$ cat config.mk
export PLATFORM = sky130hd
export DESIGN_NAME = spi_duty_receiver_flat
export DESIGN_NICKNAME = d
export VERILOG_FILES = /design/src/rtl/spi_duty_receiver_pkg.sv /design/src/rtl/spi_duty_receiver_if.sv /design/src/rtl/spi_duty_receiver_sync_edge.sv /design/src/rtl/spi_duty_receiver.sv /design/src/flat_wrapper.sv
export SDC_FILE = /design/constraint.sdc
export NUM_CORES = 1
export LEC_CHECK = 0
export ABC_AREA = 1
export BUFFER_PORTS_ARGS = -buffer_cell sky130_fd_sc_hd__buf_2
export CORE_MARGIN = 1
export CORE_UTILIZATION = 62
export DETAILED_ROUTE_END_ITERATION = 12
export GPL_TIMING_DRIVEN = 0
export HOLD_SLACK_MARGIN = 0.08
export PLACE_DENSITY = 0.94
export SLEW_MARGIN = 30
export SYNTH_ARGS = -nofsm -noshare
export SYNTH_HDL_FRONTEND = slang
export SYNTH_HIERARCHICAL = 1
export SYNTH_SLANG_ARGS = --single-unit
$ cat constraint.sdc
create_clock -name clk -period 3.1 [get_ports clk]
set_input_delay 0.775 -clock clk [delete_from_list [all_inputs] [get_ports clk]]
set_output_delay 0.775 -clock clk [all_outputs]
set_load 0.02 [all_outputs]
$ cat src/rtl/spi_duty_receiver_pkg.sv
// Shared constants, FSM state type and the duty clamp helper for the SPI duty receiver.
// DUTY_W is also consumed by the downstream PWM stage.
package spi_duty_receiver_pkg;

   localparam int FRAME_BITS = 16;
   localparam int HDR_W      = 5;
   localparam int DUTY_W     = 11;
   localparam int CNT_W      = 5;
   localparam int ERR_W      = 8;

   localparam logic [HDR_W-1:0]  HEADER       = 5'b10100;
   localparam logic [DUTY_W-1:0] DUTY_MAX_DEF = 11'd2047;
   localparam logic [CNT_W-1:0]  CNT_ZERO     = 5'd0;
   localparam logic [CNT_W-1:0]  CNT_ONE      = 5'd1;
   localparam logic [CNT_W-1:0]  CNT_FRAME    = 5'd16;
   localparam logic [CNT_W-1:0]  CNT_SAT      = 5'd17;
   localparam logic [ERR_W-1:0]  ERR_CNT_MAX  = 8'd255;
   localparam logic [ERR_W-1:0]  ERR_CNT_ONE  = 8'd1;

   typedef enum logic [1:0] {
      ST_IDLE  = 2'd0,
      ST_SHIFT = 2'd1,
      ST_CHECK = 2'd2
   } state_e;

   function automatic logic [DUTY_W-1:0] clamp_duty(input logic [DUTY_W-1:0] duty,
                                                    input logic [DUTY_W-1:0] duty_max);
      return (duty > duty_max) ? duty_max : duty;
   endfunction

endpackage

$ cat src/rtl/spi_duty_receiver_if.sv
// SPI pins toward the receiver plus the duty/strobe/error outputs toward the PWM stage.
interface spi_duty_receiver_if;
   import spi_duty_receiver_pkg::*;

   logic              sclk;
   logic              mosi;
   logic              cs_n;
   logic [DUTY_W-1:0] duty_out;
   logic              duty_valid;
   logic              frame_err;
   logic [ERR_W-1:0]  err_count;

   modport master (
      output sclk, mosi, cs_n,
      input  duty_out, duty_valid, frame_err, err_count
   );

   modport slave (
      input  sclk, mosi, cs_n,
      output duty_out, duty_valid, frame_err, err_count
   );

endinterface

$ cat src/rtl/spi_duty_receiver_sync_edge.sv
// Two-flop synchroniser followed by an edge register; level is taken from the edge stage
// so data sampled here lines up with edges detected on a sibling instance.
module spi_duty_receiver_sync_edge (
   input  logic clk,
   input  logic rst_n,
   input  logic d_i,
   output logic lvl_o,
   output logic rise_o,
   output logic fall_o
);

   logic [2:0] sync_q;

   // synchroniser chain and edge-detect stage
   always_ff @(posedge clk) begin
      if (!rst_n) begin
         sync_q <= 3'b000;
      end else begin
         sync_q <= {sync_q[1:0], d_i};
      end
   end

   assign lvl_o  = sync_q[2];
   assign rise_o = sync_q[1] & ~sync_q[2];
   assign fall_o = ~sync_q[1] & sync_q[2];

endmodule

$ cat src/rtl/spi_duty_receiver.sv
// SPI mode-0 slave: deserialises 16-bit header+duty frames, validates header and bit count,
// clamps the duty and presents it with a one-cycle strobe; rejected frames bump a saturating counter.
module spi_duty_receiver
   import spi_duty_receiver_pkg::*;
#(
   parameter logic [DUTY_W-1:0] DUTY_MAX = DUTY_MAX_DEF
) (
   input  logic               clk,
   input  logic               rst_n,
   spi_duty_receiver_if.slave bus
);

   logic sclk_rise_s, cs_rise_s, cs_fall_s, mosi_s;
   logic sclk_lvl_s, sclk_fall_s, mosi_rise_s, mosi_fall_s, cs_lvl_s;
   logic unused_s;

   state_e                state_q;
   logic [FRAME_BITS-1:0] shreg_q;
   logic [CNT_W-1:0]      bit_cnt_q;
   logic [DUTY_W-1:0]     duty_out_q;
   logic                  duty_valid_q;
   logic                  frame_err_q;
   logic [ERR_W-1:0]      err_count_q;
   logic [DUTY_W-1:0]     duty_clamp_d;
   logic                  frame_ok_d;

   spi_duty_receiver_sync_edge u_sync_sclk (
      .clk(clk), .rst_n(rst_n), .d_i(bus.sclk),
      .lvl_o(sclk_lvl_s), .rise_o(sclk_rise_s), .fall_o(sclk_fall_s)
   );

   spi_duty_receiver_sync_edge u_sync_mosi (
      .clk(clk), .rst_n(rst_n), .d_i(bus.mosi),
      .lvl_o(mosi_s), .rise_o(mosi_rise_s), .fall_o(mosi_fall_s)
   );

   spi_duty_receiver_sync_edge u_sync_cs (
      .clk(clk), .rst_n(rst_n), .d_i(bus.cs_n),
      .lvl_o(cs_lvl_s), .rise_o(cs_rise_s), .fall_o(cs_fall_s)
   );

   assign unused_s = ^{sclk_lvl_s, sclk_fall_s, mosi_rise_s, mosi_fall_s, cs_lvl_s};

   assign duty_clamp_d = clamp_duty(shreg_q[DUTY_W-1:0], DUTY_MAX);
   assign frame_ok_d   = (bit_cnt_q == CNT_FRAME) &&
                         (shreg_q[FRAME_BITS-1 -: HDR_W] == HEADER);

   // frame FSM with shift register, bit counter and registered result outputs
   always_ff @(posedge clk) begin
      if (!rst_n) begin
         state_q      <= ST_IDLE;
         shreg_q      <= {FRAME_BITS{1'b0}};
         bit_cnt_q    <= CNT_ZERO;
         duty_out_q   <= {DUTY_W{1'b0}};
         duty_valid_q <= 1'b0;
         frame_err_q  <= 1'b0;
         err_count_q  <= {ERR_W{1'b0}};
      end else begin
         duty_valid_q <= 1'b0;
         frame_err_q  <= 1'b0;
         case (state_q)
            ST_IDLE: begin
               if (cs_fall_s) begin
                  state_q   <= ST_SHIFT;
                  bit_cnt_q <= CNT_ZERO;
                  shreg_q   <= {FRAME_BITS{1'b0}};
               end else begin
                  state_q <= ST_IDLE;
               end
            end
            // cs_rise wins over a coincident sclk_rise
            ST_SHIFT: begin
               if (cs_rise_s) begin
                  state_q <= ST_CHECK;
               end else if (sclk_rise_s) begin
                  shreg_q <= {shreg_q[FRAME_BITS-2:0], mosi_s};
                  if (bit_cnt_q != CNT_SAT) begin
                     bit_cnt_q <= bit_cnt_q + CNT_ONE;
                  end else begin
                     bit_cnt_q <= CNT_SAT;
                  end
               end else begin
                  state_q <= ST_SHIFT;
               end
            end
            ST_CHECK: begin
               state_q <= ST_IDLE;
               if (bit_cnt_q != CNT_ZERO) begin
                  if (frame_ok_d) begin
                     duty_out_q   <= duty_clamp_d;
                     duty_valid_q <= 1'b1;
                  end else begin
                     frame_err_q <= 1'b1;
                     if (err_count_q != ERR_CNT_MAX) begin
                        err_count_q <= err_count_q + ERR_CNT_ONE;
                     end else begin
                        err_count_q <= ERR_CNT_MAX;
                     end
                  end
               end else begin
                  state_q <= ST_IDLE;
               end
            end
            default: state_q <= ST_IDLE;
         endcase
      end
   end

   assign bus.duty_out   = duty_out_q;
   assign bus.duty_valid = duty_valid_q;
   assign bus.frame_err  = frame_err_q;
   assign bus.err_count  = err_count_q;

endmodule
$ cat src/flat_wrapper.sv
// flat-port wrapper written by rule: the top's interface ports become plain ports
module spi_duty_receiver_flat import spi_duty_receiver_pkg::*;
#(
   parameter logic [DUTY_W-1:0] DUTY_MAX = DUTY_MAX_DEF
)
  (clk, rst_n, bus_sclk, bus_mosi, bus_cs_n, bus_duty_out, bus_duty_valid, bus_frame_err, bus_err_count);
  spi_duty_receiver_if bus_i ();
  input  logic clk;
  input  logic rst_n;
  input wire logic [$bits(bus_i.sclk)-1:0] bus_sclk;
  input wire logic [$bits(bus_i.mosi)-1:0] bus_mosi;
  input wire logic [$bits(bus_i.cs_n)-1:0] bus_cs_n;
  output wire logic [$bits(bus_i.duty_out)-1:0] bus_duty_out;
  output wire logic [$bits(bus_i.duty_valid)-1:0] bus_duty_valid;
  output wire logic [$bits(bus_i.frame_err)-1:0] bus_frame_err;
  output wire logic [$bits(bus_i.err_count)-1:0] bus_err_count;
  assign bus_i.sclk = bus_sclk;
  assign bus_i.mosi = bus_mosi;
  assign bus_i.cs_n = bus_cs_n;
  assign bus_duty_out = bus_i.duty_out;
  assign bus_duty_valid = bus_i.duty_valid;
  assign bus_frame_err = bus_i.frame_err;
  assign bus_err_count = bus_i.err_count;
  spi_duty_receiver #(.DUTY_MAX(DUTY_MAX)) u_core (.clk(clk), .rst_n(rst_n), .bus(bus_i));
endmodule
==> results of run 1 <==
-- registers in the layout, summed over array words and instances (netlist names) --
name / cells
u_core/u_sync_cs/sync_q: 3
u_core/bit_cnt_q: 5
u_core/bus.duty_valid: 1
u_core/u_sync_mosi/sync_q: 3
u_core/bus.duty_out: 11
u_core/bus.err_count: 8
u_core/state_q: 2
u_core/shreg_q: 16
u_core/u_sync_sclk/sync_q: 3
u_core/bus.frame_err: 1
-- metal layers --
layer  wire length [um]  global-route usage, %  part of all wire (%)  vias up
li1                   -                      -                     -     1075
met1               1930                   28.3                    41      937
met3                301                   6.52                   6.4        7
met5                  0                      0                     0        -
met4                 76                   10.8                   1.6        0
met2               2400                   46.1                    51       67
-- report_power, final --
group          total [mW]  switching (mW)  internal [mW]
logic              0.0292          0.0208        0.00846
registers           0.688         0.00236          0.686
clock network       0.404           0.240          0.164
total                1.12           0.263          0.858
-- metrics by stage --
stage / utilization [%] / hold slack [ns] / cells / instance area [um2] / power [mW]
floorplan: - / 0.386 / 337 / 2350 / 0.722
global placement: 69.3 / 0.390 / 410 / 2540 / 0.732
detailed placement: 69.3 / 0.394 / 410 / 2540 / 0.733
CTS: 71.9 / 0.418 / 418 / 2630 / 1.14
global route: 71.9 / 0.439 / 418 / 2630 / 1.16
finish: 71.9 / 0.413 / 418 / 2630 / 1.12
-- path summary, 6_finish.rpt --
check	cells past startpoint	start	to	slack, ns
worst max-delay path	1	u_core/bus.err_count[2]$_SDFFE_PN0P_	bus_err_count[2]	1.40
worst min-delay path	2	u_core/u_sync_mosi/sync_q[1]$_SDFF_PN0_	u_core/u_sync_mosi/sync_q[2]$_SDFF_PN0_	0.41
worst max register to register	8	u_core/bit_cnt_q[0]$_SDFFE_PN0P_	u_core/bus.duty_out[9]$_SDFFE_PN0P_	1.59
worst min register to register	2	u_core/u_sync_mosi/sync_q[1]$_SDFF_PN0_	u_core/u_sync_mosi/sync_q[2]$_SDFF_PN0_	0.41
-- layout make-up --
cell class | count | area [um2] | area share, %
plain buffers | 11 | 72.6 | 2.76
clock buffers | 5 | 68.8 | 2.61
clock inverters | 3 | 26.3 | 0.998
inverters | 46 | 175 | 6.65
multi-input cells | 227 | 1040 | 39.7
flip-flops and latches | 53 | 1060 | 40.3
well taps | 48 | 60.1 | 2.28
repair buffers | 25 | 125 | 4.75
==> impl_metrics.tcl, run 1 <==
set metrics [dict create \
    status "completed" \
    dpl_worst_slack_ns 1.36 \
    die_h_um 63.6 \
    drt_iter0_drc 196 \
    cts_max_level 2 \
    first_pass_iters 7 \
    fin_ws_ns 1.40 \
    area_growth_syn_to_layout_pct 11.9 \
    clockBufferDepth 2 \
    post_cts_buffers 0 \
    die_width_um 63.6 \
    p_leak_nw 1.31 \
    timing.fmax_mhz 587 \
    grt_overflow 0 \
    cts_hold_buf 0 \
    port_buffers 25 \
    fin_crit_sh_pct 55.0 \
    setup_tns_ns 0 \
    worstPathCellList "buf_2" \
    cts_buffers 5 \
    cap_violations 0 \
    viasPerCell 4.99 \
    rows 22 \
    crit_type "reg -> out" \
    wl_per_cell_um 11.3 \
    critPathMaxFanout 6 \
    cp-end-kind "output port" \
    critPathSlowestCell "dfxtp_1" \
    period_needed_ns 1.70 \
    core_um2 3660 \
    path_buf_inv 1 \
    skew_ns 0.00938 \
    drc 0 \
    cpLargestDelayFamily "flip-flops" \
    hpwl_um 3350 \
    tightestPinTransition_ns 0.493 \
    synth_area_um2 2350 \
    cts_tree "yes" \
    vias 2086 \
    synthCells 337 \
    final_cell_mix "nand2_1 (111), dfxtp_1 (53), nor2_1 (46)" \
    relSlewSlack_pct 67.2 \
    syn_area_per_cell_um2 6.98 \
    crit_path_start_kind "register" \
    finalHoldViolCount 0 \
    io_pins 26 \
    layout_commonest_cell "nand2_1" \
    initial_core_util_pct 64.3 \
    track_usage_pct 25.7 \
    final_nets 378 \
    synth_fp_nets 346 \
    ant_nets 0 \
    clk_latency_ns 0.32 \
    cpPeakStageDelay_ns 0.42 \
    clock_tree.root_cell "clkbuf_8" \
    setup_violations 0 \
    yosysWarnings 6 \
    hp-class "reg -> reg" \
    grt_first_pass_wirelength_um 8020 \
    gp_congestion 0.877 \
    powerDensity_nw_per_um2 426 \
    antenna_found_initial 0 \
    max-vdd-ir-drop_mv 0.391 \
    dieArea_um2 4050 \
    nFillCells 320 \
    grt_pass1_vias 1934 \
    slew_violations 0 \
    cts-resized-gates 0 \
    drive_gt1_share_pct 17.8 \
    clkSinkCount 53 \
    rsz0062_at_grt "false" \
    diodes 0 \
    totalWireLength_um 4710 \
    cp.arrival_ns 0.93 \
    clk_pin_slew_ns 0.10 \
    cp.required_ns 2.32 \
    grt_max_degree 19 \
]
No activity file was read; power rests on OpenSTA's default activity.
==> run 2: changes to the inputs <==
--- a/config.mk
+++ b/config.mk
@@ -8,11 +8,11 @@
 export ABC_AREA = 1
 export BUFFER_PORTS_ARGS = -buffer_cell sky130_fd_sc_hd__buf_2
 export CORE_MARGIN = 1
-export CORE_UTILIZATION = 62
+export CORE_UTILIZATION = 57
 export DETAILED_ROUTE_END_ITERATION = 12
 export GPL_TIMING_DRIVEN = 0
 export HOLD_SLACK_MARGIN = 0.08
-export PLACE_DENSITY = 0.94
+export PLACE_DENSITY = 0.88
 export SLEW_MARGIN = 30
 export SYNTH_ARGS = -nofsm -noshare
 export SYNTH_HDL_FRONTEND = slang
==> constraint.sdc (replaced) <==
create_clock -name clk -period 1.6 [get_ports clk]
set_input_delay 0.4 -clock clk [delete_from_list [all_inputs] [get_ports clk]]
set_output_delay 0.4 -clock clk [all_outputs]
set_load 0.02 [all_outputs]
==> run 2 against run 1 <==
Sequential power rose by 93%. Critical path type is now reg -> reg. Worst hold slack got worse by 0.15 ns. Worst setup slack got worse by 1.3 ns. Highest routed layer unchanged. Critical endpoint is now u_core/bus.duty_out[3]$_SDFFE_PN0P_.
==> impl_metrics.tcl, run 2 (synthesized netlist as in run 1, its figures left out) <==
set metrics [dict create \
    cts_buffers 5 \
    hold_depth 3 \
    top_register "u_core/shreg_q" \
    track_usage_pct 24.0 \
    clk_pin_slew_ns 0.09 \
    r2r_slack_ns 0.13 \
    area_growth_syn_to_layout_pct 13.1 \
    clock_tree.root_cell "clkbuf_8" \
    clk_latency_ns 0.31 \
    final_nets 378 \
    critPathSlowestCell "dfxtp_1" \
    dp_cells 410 \
    hp-class "in -> reg" \
    tightestPinTransition_ns 0.470 \
    grt_first_pass_wirelength_um 7850 \
    cts_hold_buf 0 \
    instances_no_fill 418 \
    slew_violations 0 \
    powerDensity_nw_per_um2 876 \
    cp-end-kind "register" \
    final_cell_mix "nand2_1 (111), dfxtp_1 (52), nor2_1 (46)" \
    core_um2 3800 \
    timing.fmax_mhz 681 \
    drt_iter0_drc 105 \
    setup_tns_ns 0 \
    die_h_um 66.3 \
    seq_power_share_pct 57.2 \
    io_pins 26 \
    status "completed" \
    max-vdd-ir-drop_mv 0.740 \
    dpl_worst_slack_ns 0.118 \
    cp_num_cells 8 \
    die_width_um 66.3 \
    switching_share_pct 20.4 \
    critPathMaxFanout 10 \
    cp.required_ns 1.81 \
    r2r-start "u_core/bit_cnt_q[1]$_SDFFE_PN0P_" \
    diodes 0 \
    dieArea_um2 4390 \
    cpMostUsedCell "nor2_1" \
    cts_tree "yes" \
    ant_nets 0 \
    relSlewSlack_pct 68.7 \
    crit_path_start_kind "register" \
    rr_endpoint "u_core/bus.duty_out[3]$_SDFFE_PN0P_" \
    fin_ws_ns 0.131 \
    p_sw_uw 477 \
    cts-resized-gates 0 \
    viasPerCell 4.95 \
    p_total_mw 2.33 \
    layout_commonest_cell "nand2_1" \
    wl_per_cell_um 11.0 \
    rsz0062_at_grt "false" \
    cpPeakStageDelay_ns 0.35 \
    worstPathCellList "inv_1 -> ha_2 -> nand2_4 -> inv_2 -> nand4_1 -> buf_4 -> nor2_1 -> nor2_1" \
    rows 22 \
    grt_pass1_vias 1886 \
    period_needed_ns 1.47 \
    first_pass_iters 4 \
    drive_gt1_share_pct 18.1 \
    hp-start "bus_cs_n" \
    gp_congestion 0.824 \
    totalWireLength_um 4620 \
    cap_violations 0 \
    grt_max_degree 16 \
    clkSinkCount 53 \
    setup_violations 0 \
    cp.arrival_ns 1.67 \
    port_buffers 25 \
    initial_core_util_pct 62.0 \
    pwr-share-clk_pct 40.4 \
    fin_crit_sh_pct 91.8 \
    hpwl_um 3100 \
    post_cts_buffers 0 \
    largest_register_ffs 16 \
    cts_max_level 2 \
    antenna_found_initial 0 \
    combinationalPowerShare_pct 2.4 \
    p_int_mw 1.85 \
    crit_type "reg -> reg" \
    finalHoldViolCount 0 \
    drc 0 \
    worst_r2r_path_depth 8 \
    grt_overflow 0 \
    skew_ns 0.00432 \
    p_leak_nw 1.33 \
    path_buf_inv 3 \
    whs_endpoint "u_core/u_sync_cs/sync_q[0]$_SDFF_PN0_" \
    cpLargestDelayFamily "simple AND/OR/NAND/NOR gates" \
    clockBufferDepth 2 \
    vias 2070 \
]
-- run 2: power groups by stage --
stage | combinational (mW) | clock [mW] | sequential, mW
2_1_floorplan | 0.0363 | 0 | 1.36
3_3_place_gp | 0.0556 | 0 | 1.36
3_5_place_dp | 0.0569 | 0 | 1.36
4_1_cts | 0.0571 | 0.961 | 1.33
5_1_grt | 0.0649 | 1.02 | 1.33
6_report | 0.0565 | 0.942 | 1.33
-- run 2: worst min-delay path: stages --
cell	delay, ns
buf_2	0.07
nand2_1	0.04
inv_1	0.04
-- run 2: final cells by class --
cell class,instances,area (um2)
Sequential cell,53,1060
Tap cell,48,60.1
Buffer,11,75.1
Clock buffer,7,86.3
Clock inverter,1,30.0
Fill cell,327,1140
Inverter,46,175
Multi-Input combinational cell,227,1050
Timing Repair Buffer,25,125
-- run 2: per-stage QoR --
stage / utilization [%] / hold WS (ns) / instance area [um2]
2_1_floorplan: - / 0.386 / 2350
3_3_place_gp: 66.8 / 0.388 / 2540
3_5_place_dp: 66.8 / 0.399 / 2540
4_1_cts: 69.9 / 0.254 / 2660
5_1_grt: 70.1 / 0.252 / 2660
6_report: 70.1 / 0.264 / 2660
-- run 2: how the worst max path moves through the flow --
stage,startpoint,to,slack (ns)
after floorplan,u_core/bus.err_count[1]$_SDFFE_PN0P_,u_core/bus.err_count[2]$_SDFFE_PN0P_,0.24
after global placement,u_core/bit_cnt_q[0]$_SDFFE_PN0P_,u_core/bus.err_count[7]$_SDFFE_PN0P_,0.17
after detailed placement,u_core/bit_cnt_q[0]$_SDFFE_PN0P_,u_core/bus.duty_out[4]$_SDFFE_PN0P_,0.12
after CTS,u_core/bit_cnt_q[0]$_SDFFE_PN0P_,u_core/bus.duty_out[3]$_SDFFE_PN0P_,0.07
after global routing,u_core/bus.err_count[0]$_SDFFE_PN0P_,u_core/bus.err_count[2]$_SDFFE_PN0P_,0.01
final,u_core/bit_cnt_q[1]$_SDFFE_PN0P_,u_core/bus.duty_out[3]$_SDFFE_PN0P_,0.13
-- run 2: metal layers --
metal  vias up  global-route usage, %  routed length [um]
met5         -                      0                   0
met4         0                   10.1                  26
met3         2                   7.41                 209
met2        49                   41.8                2290
met1       939                   26.9                2090
li1       1080                      -                   -
==> run 3: changes to the inputs <==
==> constraint.sdc (replaced) <==
create_clock -name clk -period 1.6 [get_ports clk]
set_input_delay 0.08 -clock clk [delete_from_list [all_inputs] [get_ports clk]]
set_output_delay 0.08 -clock clk [all_outputs]
set_load 0.02 [all_outputs]
==> run 3 against run 2 <==
Cell area up 1.5%. Global-route usage up 0.11 points. Largest power group unchanged. Clock skew about the same. Critical path type unchanged.
==> impl_metrics.tcl, run 3 (synthesized netlist as in run 1, its figures left out) <==
set metrics [dict create \
    period_needed_ns 1.47 \
    grt_overflow 0 \
    wl_per_cell_um 11.0 \
    critPathMaxFanout 10 \
    viasPerCell 4.95 \
    dpl_worst_slack_ns 0.118 \
    p_int_mw 1.86 \
    ant_nets 0 \
    crit_type "reg -> reg" \
    fin_crit_sh_pct 92.1 \
    cap_violations 0 \
    clockBufferDepth 2 \
    final_nets 382 \
    slew_violations 0 \
    p_sw_uw 479 \
    cts_tree "yes" \
    status "completed" \
    startpoint "u_core/bit_cnt_q[1]$_SDFFE_PN0P_" \
    dr.max_layer_used "met4" \
    instances_no_fill 422 \
    cp-end-kind "register" \
    hp-start "rst_n" \
    drt_iter0_drc 98 \
    initial_core_util_pct 62.0 \
    skew_ns 0.00412 \
    wl_met1_um 2100 \
    antenna_found_initial 0 \
    tightestPinTransition_ns 0.471 \
    fin_ws_ns 0.126 \
    area_growth_syn_to_layout_pct 14.8 \
    drc 0 \
    clkSinkCount 53 \
    hp-class "in -> reg" \
    cts_max_level 2 \
    core_um2 3800 \
    finalHoldViolCount 0 \
    clk_latency_ns 0.31 \
    cts_buffers 5 \
    clock_tree.root_cell "clkbuf_8" \
    seq_power_share_pct 56.9 \
    grt_first_pass_wirelength_um 7880 \
    met2_length_um 2320 \
    rows 22 \
    p_leak_nw 1.35 \
    top_register "u_core/shreg_q" \
    diodes 0 \
    totalWireLength_um 4640 \
    pwr-share-clk_pct 40.3 \
    switching_share_pct 20.5 \
    clk_pin_slew_ns 0.09 \
    port_buffers 25 \
    dieArea_um2 4390 \
    setup_violations 0 \
    largest_register_ffs 16 \
    final_cell_mix "nand2_1 (111), dfxtp_1 (52), nor2_1 (46)" \
    cp.required_ns 1.81 \
    grt_pass1_vias 1895 \
    layout_commonest_cell "nand2_1" \
    grt_max_degree 16 \
    track_usage_pct 24.2 \
    timing.fmax_mhz 678 \
    hpwl_um 3100 \
    dp_cells 410 \
    die_width_um 66.3 \
    vias 2087 \
    setup_tns_ns 0 \
    rsz0062_at_grt "false" \
    io_pins 26 \
    die_h_um 66.3 \
    p_total_mw 2.34 \
    crit_path_start_kind "register" \
    max-vdd-ir-drop_mv 0.744 \
    first_pass_iters 4 \
    nFillCells 323 \
    relSlewSlack_pct 68.6 \
    drive_gt1_share_pct 17.9 \
    combinationalPowerShare_pct 2.7 \
    gp_congestion 0.824 \
    cp.arrival_ns 1.68 \
    post_cts_buffers 0 \
    route.met3.wl_um 197 \
    powerDensity_nw_per_um2 866 \
    r2r-start "u_core/bit_cnt_q[1]$_SDFFE_PN0P_" \
]
run 3: changes by cell type in the layout (fill, tap and decap cells not counted):
cell / previous run / this run
dlygate4sd3_1: 0 / 4
run 3: worst max-delay path, cell delays in order, from the launching register on:
cell	delay, ns
dfxtp_1	0.35
inv_1	0.09
ha_2	0.22
nand2_4	0.07
inv_2	0.07
nand4_1	0.13
buf_4	0.22
nor2_1	0.15
nor2_1	0.07
run 3: metal layers:
metal | track usage (%) | up-vias
li1 | - | 1087
met3 | 7.41 | 2
met4 | 10.1 | 0
met1 | 27.0 | 953
met2 | 42.1 | 45
met5 | 0 | -
run 3: area by class of cell:
cell class | instances | area (um2) | share of cell area, %
Sequential cell | 53 | 1060 | 39.3
Multi-Input combinational cell | 227 | 1050 | 38.8
Inverter | 46 | 175 | 6.48
Timing Repair Buffer | 29 | 165 | 6.11
Clock buffer | 7 | 86.3 | 3.20
Buffer | 11 | 75.1 | 2.78
Tap cell | 48 | 60.1 | 2.22
Clock inverter | 1 | 30.0 | 1.11
run 3: final timing paths:
path	to	slack, ns	cells after the start
max	u_core/bus.duty_out[3]$_SDFFE_PN0P_	0.13	8
min	u_core/u_sync_sclk/sync_q[0]$_SDFF_PN0_	0.09	3
max reg2reg	u_core/bus.duty_out[3]$_SDFFE_PN0P_	0.13	8
min reg2reg	u_core/u_sync_mosi/sync_q[1]$_SDFF_PN0_	0.41	2
run 3: repair_timing:
action	4_1_cts	5_1_grt
gates resized for setup	0	4
hold buffers	4	0
setup endpoints to repair	0	12
endpoints found under the hold margin	3	0
run 3: power by group through the flow:
stage	logic (mW)	registers, mW	clock network, mW
5_1_grt	0.0727	1.33	1.02
4_1_cts	0.0644	1.33	0.961
3_3_place_gp	0.0556	1.36	0
6_report	0.0642	1.33	0.943
3_5_place_dp	0.0569	1.36	0
2_1_floorplan	0.0363	1.36	0
run 3: through the flow:
step / instance area [um2] / util [%] / hold slack, ns
detailed placement: 2540 / 66.8 / 0.266
CTS: 2700 / 70.9 / 0.0813
global route: 2700 / 71.1 / 0.0963
global placement: 2540 / 66.8 / 0.261
finish: 2700 / 71.1 / 0.0897
floorplan: 2350 / - / 0.173
